[config.mk]
export PLATFORM = sky130hd
export DESIGN_NAME = instr_sequencer
export DESIGN_NICKNAME = d
export VERILOG_FILES = /design/src/rtl/sequencer_pkg.sv /design/src/rtl/sync_fifo.sv /design/src/rtl/instr_sequencer.sv
export SDC_FILE = /design/constraint.sdc
export NUM_CORES = 1
export LEC_CHECK = 0
export BUFFER_PORTS_ARGS = -buffer_cell sky130_fd_sc_hd__buf_2
export CORE_ASPECT_RATIO = 1.2
export CORE_MARGIN = 8
export CORE_UTILIZATION = 55
export DETAILED_ROUTE_END_ITERATION = 10
export GPL_TIMING_DRIVEN = 0
export PLACE_DENSITY = 0.8
export SLEW_MARGIN = 25
export SYNTH_ARGS = -nofsm -noshare
export SYNTH_HDL_FRONTEND = slang
export SYNTH_SLANG_ARGS = --single-unit
[constraint.sdc]
create_clock -name clk -period 3.9 [get_ports clk]
set_input_delay 1.17 -clock clk [delete_from_list [all_inputs] [get_ports clk]]
set_output_delay 1.17 -clock clk [all_outputs]
set_load 0.03 [all_outputs]
[src/rtl/sequencer_pkg.sv]
// Shared types and constants for the instruction sequencer and its benches.
package sequencer_pkg;
  localparam int INSTR_W = 16;

  typedef enum logic [1:0] {
    IDLE  = 2'b00,
    ISSUE = 2'b01,
    WAIT  = 2'b10,
    ERROR = 2'b11
  } seq_state_t;

  // Opcode field II in bits [15:14] of an instruction word
  localparam logic [1:0] MV   = 2'b00;
  localparam logic [1:0] ADD  = 2'b01;
  localparam logic [1:0] SUB  = 2'b10;
  localparam logic [1:0] MULT = 2'b11;
endpackage

[src/rtl/sync_fifo.sv]
// Circular-buffer FIFO; pointers carry one wrap bit beyond the index so
// full and empty are distinguished without a separate occupancy counter.
module sync_fifo #(
  parameter int WIDTH = 16,
  parameter int DEPTH = 8
) (
  input  logic             clk,
  input  logic             reset,
  input  logic             push,
  input  logic [WIDTH-1:0] push_data,
  input  logic             pop,
  output logic [WIDTH-1:0] pop_data,
  output logic             full,
  output logic             empty
);
  localparam int AW = $clog2(DEPTH);

  logic [WIDTH-1:0] mem [DEPTH];
  logic [AW:0]      wr_ptr;
  logic [AW:0]      rd_ptr;
  logic             do_push;
  logic             do_pop;

  assign empty    = (wr_ptr == rd_ptr);
  assign full     = (wr_ptr[AW] != rd_ptr[AW]) && (wr_ptr[AW-1:0] == rd_ptr[AW-1:0]);
  assign do_push  = push && !full;
  assign do_pop   = pop && !empty;
  assign pop_data = mem[rd_ptr[AW-1:0]];

  always_ff @(posedge clk or posedge reset) begin
    if (reset) begin
      wr_ptr <= '0;
      rd_ptr <= '0;
    end else begin
      if (do_push) wr_ptr <= wr_ptr + 1'b1;
      if (do_pop)  rd_ptr <= rd_ptr + 1'b1;
    end
  end

  // Storage needs no reset: the pointers alone define what is valid.
  always_ff @(posedge clk) begin
    if (do_push) mem[wr_ptr[AW-1:0]] <= push_data;
  end
endmodule

[src/rtl/instr_sequencer.sv]
// Buffers host instructions and issues them one at a time to the processor,
// counting retirements and latching a sticky error if the processor hangs.
//
// state | meaning
// IDLE  | waiting for a queued word; pops the FIFO head into instr_q
// ISSUE | proc_run pulse, timeout counter cleared
// WAIT  | waiting for proc_done, timeout counter running
// ERROR | processor hung; absorbing until reset
module instr_sequencer
  import sequencer_pkg::*;
#(
  parameter int DEPTH   = 8,
  parameter int TIMEOUT = 15
) (
  input  logic               clk,
  input  logic               reset,
  input  logic               in_valid,
  output logic               in_ready,
  input  logic [INSTR_W-1:0] in_instr,
  output logic [INSTR_W-1:0] proc_instr,
  output logic               proc_run,
  input  logic               proc_done,
  output logic               busy,
  output logic [7:0]         retired,
  output logic               error
);
  localparam int TW = $clog2(TIMEOUT + 1);
  localparam logic [TW-1:0] TLIM = TW'(TIMEOUT);

  seq_state_t         state_q, state_d;
  logic [INSTR_W-1:0] instr_q;
  logic [INSTR_W-1:0] fifo_head;
  logic [TW-1:0]      tcnt_q, tcnt_d;
  logic [7:0]         retired_q;
  logic               fifo_full;
  logic               fifo_empty;
  logic               pop;
  logic               retire;

  sync_fifo #(
    .WIDTH(INSTR_W),
    .DEPTH(DEPTH)
  ) u_fifo (
    .clk      (clk),
    .reset    (reset),
    .push     (in_valid),
    .push_data(in_instr),
    .pop      (pop),
    .pop_data (fifo_head),
    .full     (fifo_full),
    .empty    (fifo_empty)
  );

  always_ff @(posedge clk or posedge reset) begin
    if (reset) begin
      state_q   <= IDLE;
      tcnt_q    <= '0;
      instr_q   <= '0;
      retired_q <= '0;
    end else begin
      state_q <= state_d;
      tcnt_q  <= tcnt_d;
      if (pop)    instr_q   <= fifo_head;
      if (retire) retired_q <= retired_q + 8'd1;
    end
  end

  always_comb begin
    state_d = state_q;
    tcnt_d  = tcnt_q;
    pop     = 1'b0;
    retire  = 1'b0;
    case (state_q)
      IDLE: begin
        if (!fifo_empty) begin
          pop     = 1'b1;
          state_d = ISSUE;
        end
      end
      ISSUE: begin
        tcnt_d  = '0;
        state_d = WAIT;
      end
      WAIT: begin
        if (proc_done) begin
          retire  = 1'b1;
          state_d = IDLE;
        end else begin
          tcnt_d = tcnt_q + 1'b1;
          if (tcnt_d == TLIM) state_d = ERROR;
        end
      end
      ERROR:   state_d = ERROR;
      default: state_d = IDLE;
    endcase
  end

  assign in_ready   = !fifo_full;
  assign proc_instr = instr_q;
  assign proc_run   = (state_q == ISSUE);
  assign error      = (state_q == ERROR);
  assign busy       = (state_q != IDLE) || !fifo_empty;
  assign retired    = retired_q;
endmodule

==> metrics.yaml, run 1 <==
outcome:
  status: "complete, no violations"
synth:
  synth_compound_area_share_pct: 2.565
  synth_edf_count: 128
  synth-seq-area-share_pct: 73.34
  synth_area_leaders: "edfxtp_1 (59%), dfrtp_1 (15%), mux4_2 (11%)"
  yosys-top-cells-count: "edfxtp_1 (128), dfrtp_1 (38), mux4_2 (32)"
  synthDistinctLibCells: 35
  synth_nets: 380
  ys_warn_count: 0
  async_reset_ff_share_pct: 22.89
  syn_area_sq_um: 6538
  synth_mux_area_share_pct: 13.82
  yosysMostFrequentCell: "edfxtp_1"
  synth-xor-area-share_pct: 2.660
  synth_top_family_by_area: "multiplexers"
  syn_inst: 355
  synthAdderAreaFrac_pct: 0.9569
  ys.flop_type: "edfxtp_1"
  synth.avg_cell_area_sq_um: 18.42
  yosys.area_share.simple_pct: 4.880
  yosys.area.top_type: "edfxtp_1"
  synth_seq_cells: 166
  synthDominantCellAreaShare_pct: 58.79
die:
  die_w_microns: 115.5
  die_area_sq_um: 15650
  core_sq_um: 11570
  ios: 48
  rows: 43
  initial_core_util_pct: 56.52
  fp.dieH_microns: 135.4
detailed_routing:
  drt_iter0_drc: 370
  via_per_inst: 5.867
  drtPass1Iterations: 5
  routed_wl_mm: 13.72
  drc: 0
  wl_per_cell_microns: 22.83
  routed-via-count: 3526
  drtAntennaViolNets: 0
clocking:
  clk_path_buf_depth: 2
  cts_root_buf: "clkbuf_16"
  ctsResizeCount: 0
  path_clk_slew_ns: 0.06
  cts_max_level: 4
  cts_sinks: 166
  tritoncts: "done"
  worst_skew_pair.late_latency_ns: 0.43
  numCtsBuffers: 17
  hold_buffers: 0
  cts_setup_buffers: 0
global_routing:
  grt_overflow: 0
  grt_pass1_vias: 3735
  antenna_found_initial: 1
  track_usage_pct: 19.13
  grt_pass1_wl_mm: 21.42
  grt_start_max_net_pins: 26
sta:
  slew-limit-headroom_pct: 42.48
  finalCritPeriodShare_pct: 81.80
  hold_ws_ns: 0.4749
  period_needed_ns: 3.190
  grt_setup_unrepaired: "false"
  report.final.slew_viol_count: 0
  timing.fmax_mhz: 313.5
  worst-slew-pin-transition_ns: 0.8628
  setup_viol: 0
  clock_skew_ns: 0.008051
  finalHoldViolCount: 0
  fin_ws_ns: 0.7098
critical_path:
  path_cells: "buf_2, xor2_2, or4_1, buf_2"
  crit_top_cell: "buf_2"
  slowest_stage: "or4_1"
  crit_path_end_kind: "output pin"
  cp.required_ns: 2.73
  cp-start-kind: "flop"
  crit_arrival_ns: 2.02
  max_stage_delay_ns: 0.59
  r2r_slack_ns: 1.25
  crit_type: "reg -> out"
  crit_fanout: 8
place:
  gp_congestion: 0.7519
  pre_cts_ws_ns: 1.034
  port_buffers: 47
  hpwl_mm: 8.553
  dp_cells: 569
power:
  peakVddDrop_uv: 317.9
  leakage_nw: 2.864
  power.total_mw: 6.285
  power_density_nw_per_um2: 815.7
run:
  cap_viol_max_count: 0
cells_and_area:
  area_growth_pct: 17.86
  fin_cells: 601
  nets: 456
  n_antenna_cell: 0
  drive_above_1_share_pct: 31.53
min_path:
  hold_path.class: "reg -> reg"
[where the power goes]
part	switching [mW]	internal [mW]
clock	0.642	0.996
sequential	0.185	2.30
combinational	1.32	0.838
total	2.14	4.14
[path summary, 6_finish.rpt]
kind | to | startpoint | cells past startpoint
max | in_ready | u_fifo.rd_ptr[1] | 4
min | retired[7] | retired[7] | 1
max reg2reg | u_fifo.mem[0][11] | u_fifo.wr_ptr[2] | 6
min reg2reg | retired[7] | retired[7] | 1
max in group asynchronous | proc_instr[10] | reset | 3
min in group asynchronous | proc_instr[14] | reset | 2
[critical path: cells and delay by family, from the launching register on]
family,cells,cell delay (ns)
xor gates and xnor gates,1,0.20
DFF,1,0.39
buffers and inverters,2,0.42
and+or+nand+nor,1,0.59
[metal layers]
layer / global-route usage (%) / vias to the layer above / share of wire, %
met5: 0 / - / 0.058
met2: 31.26 / 146 / 52
met3: 4.639 / 31 / 6.4
met4: 9.802 / 2 / 2.6
li1: - / 1530 / -
met1: 23.16 / 1817 / 39
[state kept, by name, summed over array words and instances (netlist names)]
name           flops
tcnt_q             4
u_fifo.mem       128
u_fifo.wr_ptr      4
retired            8
state_q            2
proc_instr        16
u_fifo.rd_ptr      4
[final cells by class]
| cell class | instances | area, sq um |
|---|---|---|
| flip-flops and latches | 166 | 4795 |
| inverters | 6 | 22.52 |
| clock buffers | 21 | 440.4 |
| fillers | 709 | 3862 |
| well taps | 157 | 196.4 |
| repair buffers | 57 | 367.9 |
| clock inverters | 11 | 132.6 |
| multi-input cells | 167 | 1657 |
| plain buffers | 16 | 93.84 |
[metrics by stage]
step | setup TNS [ns] | area (sq um) | util (%)
after CTS | 0 | 7705 | 66.61
after global placement | -9.350 | 6969 | 60.25
after floorplan | 0 | 6538 | -
after global routing | 0 | 7705 | 66.61
after detailed placement | 0 | 7132 | 61.65
final | 0 | 7705 | 66.61
[logic make-up (layout without fill, tap and decap cells)]
kind of cell / after synthesis / count (layout)
DFF: 166 / 166
xor gates and xnor gates: 19 / 19
buffers and inverters: 22 / 111
AOI/OAI and AO/OA: 26 / 26
muxes: 50 / 50
adders and majority gates: 5 / 5
and+or+nand+nor: 67 / 67
[cell usage in the layout (no fill, tap or decap), types with 8 or more instances in the layout]
cell,instances
buf_2,52
clkbuf_1,9
clkbuf_16,17
dfrtp_1,38
edfxtp_1,128
mux2i_1,16
mux4_2,32
nand2_1,26
nand3_1,10
o21ai_0,17
xnor2_1,8
xor2_1,10
Power figures use the tool's default switching activity.
==> run 2: changes to the inputs <==
Settings changed: ABC_AREA from default to 1, PLACE_DENSITY 0.8 to 0.82.
Clock period 3.9 ns to 2.6 ns, I/O delays scaled along.
==> run 2 against run 1 <==
Sequential share of layout area fell by 7.3 points. Critical path depth rose by 4. Synthesized area rose by 16%. Highest routed layer is now met4. Critical endpoint is now busy.
==> metrics.yaml, run 2 <==
critical_path:
  r2r_end: "u_fifo.mem[4][5]"
  crit_path_end_kind: "output pin"
  max_stage_delay_ns: 0.40  # -0.19 ns
  crit_fanout: 9  # +1
  r2r_slack_ns: 0.37  # -0.88 ns
  cp.required_ns: 1.82  # -0.91 ns
  critPathBufInv: 3  # +1
  r2r_cells: 7  # +1
  path_delay_family: "simple AND/OR/NAND/NOR gates"
  cp-start-kind: "flop"
  crit_type: "reg -> out"
  slowest_stage: "dfrtp_1"
  path_cells: "buf_6, inv_4, nand2_1, nand2_2, nand2_1, nor2_4, nand2_1, buf_4"
  worstReg2RegStart: "u_fifo.wr_ptr[1]"
  crit_arrival_ns: 1.70  # -0.32 ns
  crit_top_cell: "nand2_1"
power:
  power_density_nw_per_um2: 1149  # +41%
  peakVddDrop_uv: 757.3  # +140%
  leakage_nw: 4.261  # +49%
place:
  hpwl_mm: 11.24  # +31%
  pre_cts_ws_ns: 0.4225  # -0.6115 ns
  port_buffers: 47  # unchanged
  gp_congestion: 0.7984  # +6.2%
  dp_cells: 1036  # +82%
  postPlaceCellArea_sq_um: 8178  # +15%
global_routing:
  grt_start_max_net_pins: 28  # +7.7%
  grt_pass1_vias: 5470  # +46%
  grt_pass1_wl_mm: 27.01  # +26%
  antenna_found_initial: 0  # -1
  grt_overflow: 0  # unchanged
  track_usage_pct: 20.22  # +1.1 points
synth:
  synth_area_leaders: "edfxtp_1 (51%), nand2_1 (16%), dfrtp_1 (13%)"
  synth_nets: 834  # +120%
  synth_edf_count: 128  # unchanged
  synthDistinctLibCells: 27  # -23%
  syn_inst: 809  # +130%
  ys.flop_type: "edfxtp_1"
  synth.avg_cell_area_sq_um: 9.374  # -49%
  async_reset_ff_share_pct: 22.89  # unchanged
  yosys-top-cells-count: "nand2_1 (323), inv_1 (145), edfxtp_1 (128)"
  syn_area_sq_um: 7584  # +16%
  yosys.area.top_type: "edfxtp_1"
  yosysMostFrequentCell: "nand2_1"
  synth_seq_cells: 166  # unchanged
  ys_warn_count: 0  # unchanged
  synthDominantCellAreaShare_pct: 50.68  # -8.1 points
  synth-seq-area-share_pct: 63.22  # -10 points
run:
  cap_viol_max_count: 0  # unchanged
sta:
  period_needed_ns: 2.480
  report.final.slew_viol_count: 0  # unchanged
  clock_skew_ns: 0.006913  # -0.001137 ns
  timing.fmax_mhz: 403.2
  fin_ws_ns: 0.1196  # -0.5902 ns
  setup_viol: 0  # unchanged
  finalCritPeriodShare_pct: 95.40
  finalHoldViolCount: 0  # unchanged
  slew-limit-headroom_pct: 56.17  # +14 points
  worst-slew-pin-transition_ns: 0.6575  # -0.2054 ns
  grt_setup_unrepaired: "false"
  final.setup.tns_ns: 0  # unchanged
die:
  rows: 47  # +9.3%
  fp.dieH_microns: 144.6  # +6.8%
  initial_core_util_pct: 55.59  # -0.93 points
  die_area_sq_um: 17820  # +14%
  ios: 48  # unchanged
  die_w_microns: 123.2  # +6.6%
  core_sq_um: 13640  # +18%
clocking:
  hold_buffers: 0  # unchanged
  cts_root_buf: "clkbuf_16"
  clk_path_buf_depth: 2  # unchanged
  path_clk_slew_ns: 0.06  # about the same
  worst_skew_pair.late_latency_ns: 0.43  # about the same
  numCtsBuffers: 17  # unchanged
  cts_sinks: 166  # unchanged
  tritoncts: "done"
  cts_max_level: 4  # unchanged
cells_and_area:
  fin_cells: 1068  # +78%
  nets: 909  # +99%
  largest_reg_flops: 128  # unchanged
  n_antenna_cell: 0  # unchanged
  drive_above_1_share_pct: 16.05  # -15 points
  postLayoutCellArea_sq_um: 8730  # +13%
  area_growth_pct: 15.11
  fin_util_pct: 63.99  # -2.6 points
  final_common_cell: "nand2_1"
  final_cell_mix: "nand2_1 (323), inv_1 (144), edfxtp_1 (128), nand3_1 (80), buf_2 (58)"
outcome:
  status: "complete, no violations"
detailed_routing:
  drtAntennaViolNets: 0  # unchanged
  routed-via-count: 5506  # +56%
  wl_per_cell_microns: 15.86  # -31%
  drtPass1Iterations: 5  # unchanged
  routed_wl_mm: 16.94  # +23%
  via_per_inst: 5.155  # -12%
  drc: 0  # unchanged
  drt_iter0_drc: 517  # +40%
min_path:
  hold_path.class: "in -> async"
==> run 2: layer usage <==
metal	GRT usage, %	part of all wire, %
met2	34.58	51
met3	4.531	8.5
met1	22.84	37
met4	11.30	3.4
met5	0	0
==> run 2: logic make-up after synthesis <==
family,after synthesis,synth area share (%)
adders and majority gates,5,0.8249
and+or+nand+nor,435,23.63
xor gates and xnor gates,10,1.254
AOI/OAI and AO/OA,4,0.2805
buffers and inverters,189,10.79
DFF,166,63.22
==> run 2: final cells by class <==
cell class,instances,area [sq um]
clock inverters,9,80.08
well taps,171,214.0
plain buffers,30,221.5
inverters,158,595.6
fillers,1010,4913
multi-input cells,454,1996
repair buffers,57,370.4
clock buffers,23,457.9
flip-flops and latches,166,4795
==> run 2: through the flow <==
stage          power (mW)  hold slack [ns]
2_1_floorplan       6.461           0.4855
3_3_place_gp        7.426           0.4570
3_5_place_dp        7.669           0.4608
4_1_cts             9.991           0.2955
5_1_grt             10.60           0.3148
6_report            10.03           0.2925
==> run 2: what timing repair did <==
item	4_1_cts	5_1_grt
setup buffers	0	1
endpoints found under the setup margin	0	1
gates resized for setup	0	4
==> run 2: report_power, final <==
| part | internal [mW] | switching, mW |
|---|---|---|
| Combinational | 1.27 | 2.79 |
| Sequential | 3.42 | 0.255 |
| Clock | 1.33 | 0.957 |
==> run 2: how the worst max path moves through the flow <==
stage	startpoint	depth (start not counted)	slack, ns	end
after CTS	u_fifo.rd_ptr[1]	8	0.04	busy
after global routing	u_fifo.wr_ptr[1]	7	0.002	busy
after floorplan	u_fifo.rd_ptr[1]	6	0.39	u_fifo.mem[4][0]
final	u_fifo.rd_ptr[1]	8	0.12	busy
after global placement	in_valid	3	-0.20	u_fifo.mem[2][11]
after detailed placement	u_fifo.rd_ptr[1]	8	0.42	u_fifo.mem[4][3]
